$ cat config.mk
export PLATFORM = sky130hd
export DESIGN_NAME = serial_subtractor_ctrl
export DESIGN_NICKNAME = d
export VERILOG_FILES = /design/src/rtl/serial_subtractor_ctrl.sv
export SDC_FILE = /design/constraint.sdc
export NUM_CORES = 1
export LEC_CHECK = 0
export CORE_MARGIN = 3
export CORE_UTILIZATION = 38
export DETAILED_ROUTE_END_ITERATION = 16
export DONT_BUFFER_PORTS = 1
export MAX_ROUTING_LAYER = met4
export SLEW_MARGIN = 20
export SYNTH_ARGS = -nofsm -noshare
export SYNTH_HDL_FRONTEND = slang
export SYNTH_SLANG_ARGS = --single-unit
$ cat constraint.sdc
create_clock -name clk -period 1.64 [get_ports clk]
set_input_delay 0.164 -clock clk [delete_from_list [all_inputs] [get_ports clk]]
set_output_delay 0.164 -clock clk [all_outputs]
set_load 0.03 [all_outputs]
$ cat src/rtl/serial_subtractor_ctrl.sv
// Bit-serial a - b engine: one two-stage half-subtractor cell with a registered
// borrow, stepped LSB first over WIDTH cycles behind a start/busy/done handshake.
module serial_subtractor_ctrl #(
  parameter int WIDTH = 8
) (
  input  logic             clk,
  input  logic             rst,
  input  logic             start,
  input  logic [WIDTH-1:0] a,
  input  logic [WIDTH-1:0] b,
  output logic             busy,
  output logic             done,
  output logic [WIDTH-1:0] diff,
  output logic             borrow_out
);

  localparam int CW = (WIDTH > 1) ? $clog2(WIDTH) : 1;
  localparam logic [CW-1:0] LAST_BIT = CW'(WIDTH - 1);

  typedef enum logic [1:0] {
    IDLE = 2'd0,
    RUN  = 2'd1,
    DONE = 2'd2
  } state_t;

  state_t           state_reg;
  logic [WIDTH-1:0] sa_reg;
  logic [WIDTH-1:0] sb_reg;
  logic [WIDTH-1:0] acc_reg;
  logic [CW-1:0]    cnt_reg;
  logic             bq_reg;

  logic             d1;
  logic             b1;
  logic             d;
  logic             b2;
  logic             borrow_next;
  logic [WIDTH-1:0] acc_next;

  // Stage 1 subtracts the operand bits, stage 2 subtracts the carried-in borrow.
  assign d1          = sa_reg[0] ^ sb_reg[0];
  assign b1          = ~sa_reg[0] & sb_reg[0];
  assign d           = d1 ^ bq_reg;
  assign b2          = ~d1 & bq_reg;
  assign borrow_next = b1 | b2;

  // New difference bit enters at the MSB; after WIDTH steps bit 0 is the LSB.
  assign acc_next = WIDTH'({d, acc_reg} >> 1);

  always_ff @(posedge clk or posedge rst) begin
    if (rst) begin
      state_reg  <= IDLE;
      sa_reg     <= '0;
      sb_reg     <= '0;
      acc_reg    <= '0;
      cnt_reg    <= '0;
      bq_reg     <= 1'b0;
      busy       <= 1'b0;
      done       <= 1'b0;
      diff       <= '0;
      borrow_out <= 1'b0;
    end else begin
      case (state_reg)
        IDLE: begin
          done <= 1'b0;
          if (start) begin
            sa_reg    <= a;
            sb_reg    <= b;
            bq_reg    <= 1'b0;
            cnt_reg   <= '0;
            acc_reg   <= '0;
            busy      <= 1'b1;
            state_reg <= RUN;
          end
        end
        RUN: begin
          bq_reg  <= borrow_next;
          sa_reg  <= sa_reg >> 1;
          sb_reg  <= sb_reg >> 1;
          acc_reg <= acc_next;
          cnt_reg <= cnt_reg + CW'(1);
          if (cnt_reg == LAST_BIT) begin
            diff       <= acc_next;
            borrow_out <= borrow_next;
            busy       <= 1'b0;
            done       <= 1'b1;
            state_reg  <= DONE;
          end
        end
        DONE: begin
          done      <= 1'b0;
          state_reg <= IDLE;
        end
        default: begin
          busy      <= 1'b0;
          done      <= 1'b0;
          state_reg <= IDLE;
        end
      endcase
    end
  end

endmodule

; Word-level counts from Yosys, hierarchy flattened
; Cells that the tools add are included.
[classes]
add_sub_neg = 1
n_eq_ne = 5
n_mux = 18
n_bitwise = 8
reduce_logical = 6
[ops]
columns = op, count
row1 = $pmux W8 S2, 3
row2 = $mux W8, 3
row3 = $pmux W3 S2, 1
row4 = $reduce_and A2 Y1, 3
row5 = $mux W1, 5
row6 = $mux W2, 2
row7 = $ne A2 B2 Y1 const B, 2
row8 = $pmux W2 S2, 1
row9 = $add A3 B1 Y3 const B, 1
row10 = $eq A3 B3 Y1 const B, 1
row11 = $mux W3, 1
row12 = $not A1 Y1, 3
row13 = $pmux W1 S3, 1
row14 = $reduce_and A3 Y1, 1
row15 = $and A1 B1 Y1, 2
row16 = $eq A2 B1 Y1 const B, 1
row17 = $eq A2 B2 Y1 const B, 1
row18 = $logic_not A2 Y1, 1
row19 = $pmux W1 S2, 1
row20 = $reduce_bool A2 Y1, 1
row21 = $xor A1 B1 Y1, 2
row22 = $or A1 B1 Y1, 1
[totals]
ff_bits = 41
inputBits = 19
output_inout_bits = 11

; Depth between registers and ports, before layout
[logic_depth]
depth_word = 5
depth_mapped = 6

; Worst setup path after synthesis
; Ideal clock, no wire load.
[synth_timing]
kind = register to register
from = register cnt_reg[0]
to = register diff[0]
arrival_time_ns = 1.352
required_ns = 1.515
slack_ns = 0.163
path_stages_with_launch = 6
path_buffers = 1
synth_period_minus_slack_ns = 1.477
path_cell_list = dfrtp_1 ha_1 ha_1 nand3b_1 buf_6 mux2_2
[synth_via]
elab_chain_cells = 2
[synth_rtl]
columns = item, line_no
row1 = start: declaration, 30  ; logic [CW-1:0] cnt_reg;
row2 = start signal: assignment, 81  ; cnt_reg <= cnt_reg + CW'(1);
row3 = $eq A3 B3 Y1, 82  ; if (cnt_reg == LAST_BIT) begin
row4 = $reduce_and A2 Y1 (no line), n/a
row5 = end signal: assignment, 83  ; diff <= acc_next;
row6 = end: declaration, 13  ; output logic [WIDTH-1:0] diff,
; Every way passes these cells.
; A chain may end at the register's enable or synchronous reset.

; Final worst setup path
[layout_timing]
from = register cnt_reg[0]
to = register diff[4]
; The elaborated chain is that of the path after synthesis.

==> flow_summary_export.csv <==
group,metric,value,unit
status,outcome,"finished, final reports clean",
clock_tree,cts.repair.resized,0,
timing,slew_violations,0,
setup_path,worstPathMaxFanout,11,
power_and_ir_drop,seqPwrFrac,49.5,%
timing,finalCritPeriodShare,94.4,%
cells_and_area,multiInputGateArea,633,um2
grt,grt_pass1_vias,1206,
die,die_h,74.6,um
power_and_ir_drop,peakVddDrop,0.683,mV
flow_run,drv_cap,0,
grt,grt_util_all_layers,14.5,%
setup_path,cp.required,1810,ps
setup_path,cp.buffers_inverters,1,
cells_and_area,drive_gt1_share,18.7,%
power_and_ir_drop,clock_power_share,17.1,%
clock_tree,cts_setup_buffers,0,
clock_tree,clockBufferDepth,2,
setup_path,cpPeakStageDelay,400,ps
power_and_ir_drop,power_density,2030,mW/mm2
cells_and_area,antennaDiodeCount,0,
grt,grt_overflow,0,
power_and_ir_drop,combPwrFrac,33.5,%
timing,holdWs,14.6,ps
grt,grt_pass1_wl,5840,um
place,place_inst,197,
timing,fmax,646,MHz
cells_and_area,syn_to_final_growth,8.82,%
clock_tree,cts_hold_buffers,1,
drt,drcViolationCount,0,
cells_and_area,final_area,0.00195,mm2
cells_and_area,final_util,43.8,%
timing,setup_viol,0,
synth,synth.avg_cell_area,12.1,um2
setup_path,slowest_stage,"dfrtp_1",
synth,synth_top_area_share,56.0,%
worst_hold_path,hold_path_class,"input port to flop",
die,start_util,40.2,%
cells_and_area,layout_commonest_cell,"dfrtp_1",
setup_path,critPathKind,"flop to flop",
setup_path,worstSetupPathDepth,5,
synth,synth_nets,170,
place,placed_area,0.00183,mm2
timing,period_minus_slack,1550,ps
setup_path,cp-start-kind,"flop",
synth,ys_ff_latch,40,
cells_and_area,final_cell_mix,"40 x dfrtp_1, 18 x inv_1, 14 x nor2_1, 12 x a32oi_1, 12 x o21a_1",
die,die_w,74.6,um
drt,vias_per_cell,5.61,
clock_tree,cts.sinks,40,
drt,antenna_left,0,
die,rows,24,
place,dp_hpwl,2460,um
timing,hold_viol,0,
synth,synth-edff-count,0,
clock_tree,clk_latency,280,ps
drt,post_drt_wl_per_cell,17.0,um
setup_path,worst_path_most_repeated_cell,"ha_1",
place,numPortBuffers,0,
cells_and_area,layout.cells.non_filler,207,
setup_path,cp.arrival,1720,ps
die,die-area,0.00556,mm2
timing,tns,0,ps
power_and_ir_drop,netSwitchingFraction,37.9,%
setup_path,r2r_slack,90,ps
clock_tree,cts_tree,"done",
setup_path,timing.rr.end,"diff[4]",
timing,slew_headroom,63.0,%
place,pre_cts_slack,109,ps
synth,yosys.area.top_type,"dfrtp_1",
synth,yosys_warnings,0,
setup_path,end_kind,"flop",
die,core_area,0.00444,mm2
power_and_ir_drop,leakagePower,0.910,nW
cells_and_area,seqCellArea,0.00100,mm2
synth,netlist_area,0.00179,mm2
setup_path,critPathCapture,"diff[4]",
clock_tree,clkTransAtPathRegs,70,ps
timing,rsz0062_at_grt,"false",
power_and_ir_drop,internal_power,2.45,mW
drt,wl,3530,um
timing,clock_skew,1.77,ps
synth,async_flop_share,100,%
place,place.gp.congestion,0.801,
cells_and_area,fin_nets,176,
drt,first_iter_violations,72,
setup_path,cp_cell_sequence,"ha_1 -> ha_1 -> nand3b_1 -> buf_12 -> mux2_2",
power_and_ir_drop,power,3.95,mW
synth,synth.distinct_cells,24,
setup_path,startpoint,"cnt_reg[0]",
synth,synth-seq-area-share,56.0,%
synth,syn_inst,148,
setup_path,r2r-start,"cnt_reg[0]",
timing,layout_setup_ws,92.1,ps
grt,grt_max_degree,41,
power_and_ir_drop,switchingPower,1.49,mW
drt,drt_pass1_iterations,4,
drt,num_vias,1162,
cells_and_area,fillers,431,
synth,yosys-top-cells-area,"dfrtp_1 56%, a32oi_1 5.9%, a22o_1 5.4%",
setup_path,cpLargestDelayFamily,"adder cells",
grt,antenna_found_initial,0,
clock_tree,h-tree-depth,2,
clock_tree,cts_root_buf,"clkbuf_8",
clock_tree,cts_made_buffers,5,
setup_path,reg2reg_depth,5,
die,io_pins,30,
timing,worst_pin_slew,554,ps
synth,synth_top_flop_cell,"dfrtp_1",
-- layer usage --
metal	vias to the layer above	GRT usage, %	wire length, um
met5	-	-	0
li1	533	-	-
met1	593	18.3	1610
met4	0	4.74	39
met3	4	4.59	173
met2	32	22.2	1700
-- power by group through the flow --
stage | Clock, mW | Sequential, mW | Combinational (mW)
finish | 0.674 | 1.95 | 1.32
global route | 0.744 | 2.01 | 1.49
CTS | 0.700 | 1.95 | 1.34
detailed placement | 0 | 1.97 | 1.34
global placement | 0 | 1.95 | 1.25
floorplan | 0 | 1.86 | 1.14
-- how the worst min path moves through the flow --
| stage | from | endpoint | cells after the start |
|---|---|---|---|
| finish | a[7] | sa_reg[7] | 1 |
| global route | a[7] | sa_reg[7] | 1 |
| CTS | b[7] | sb_reg[7] | 1 |
| detailed placement | rst | diff[3] | 2 |
| global placement | rst | acc_reg[5] | 2 |
| floorplan | a[7] | sa_reg[7] | 1 |
-- final cells by class --
type	instances	area share, %
Sequential cell	40	51.4
Clock buffer	7	4.44
Timing Repair Buffer	9	4.37
Tap cell	52	3.34
Clock inverter	1	0.386
Multi-Input combinational cell	80	32.5
Inverter	18	3.47
-- synthesized netlist by cell type, types with 2 or more instances --
| master | number |
|---|---|
| o21ai_0 | 2 |
| buf_6 | 5 |
| nor2_4 | 3 |
| inv_1 | 18 |
| nand2_1 | 2 |
| a22o_1 | 11 |
| dfrtp_1 | 40 |
| nor2_1 | 14 |
| o221a_2 | 2 |
| buf_2 | 3 |
| a32oi_1 | 12 |
| mux2_2 | 8 |
| buf_4 | 2 |
| nand3b_1 | 3 |
| o22ai_1 | 2 |
| ha_1 | 2 |
| o21a_1 | 12 |
-- cell families (layout without fill, tap and decap cells) --
logic type               Yosys count  count (layout)  share of synthesized area [%]
flip-flops                        40              40                           56.0
AND/OR/NAND/NOR                   25              25                           7.63
buffers and inverters             28              35                           8.61
adder cells (fa/ha/maj)            3               3                           2.52
multiplexers                       8               8                           5.04
AO/OA/AOI/OAI                     44              44                           20.2
Note: power is estimated with default switching activity, not from simulation.
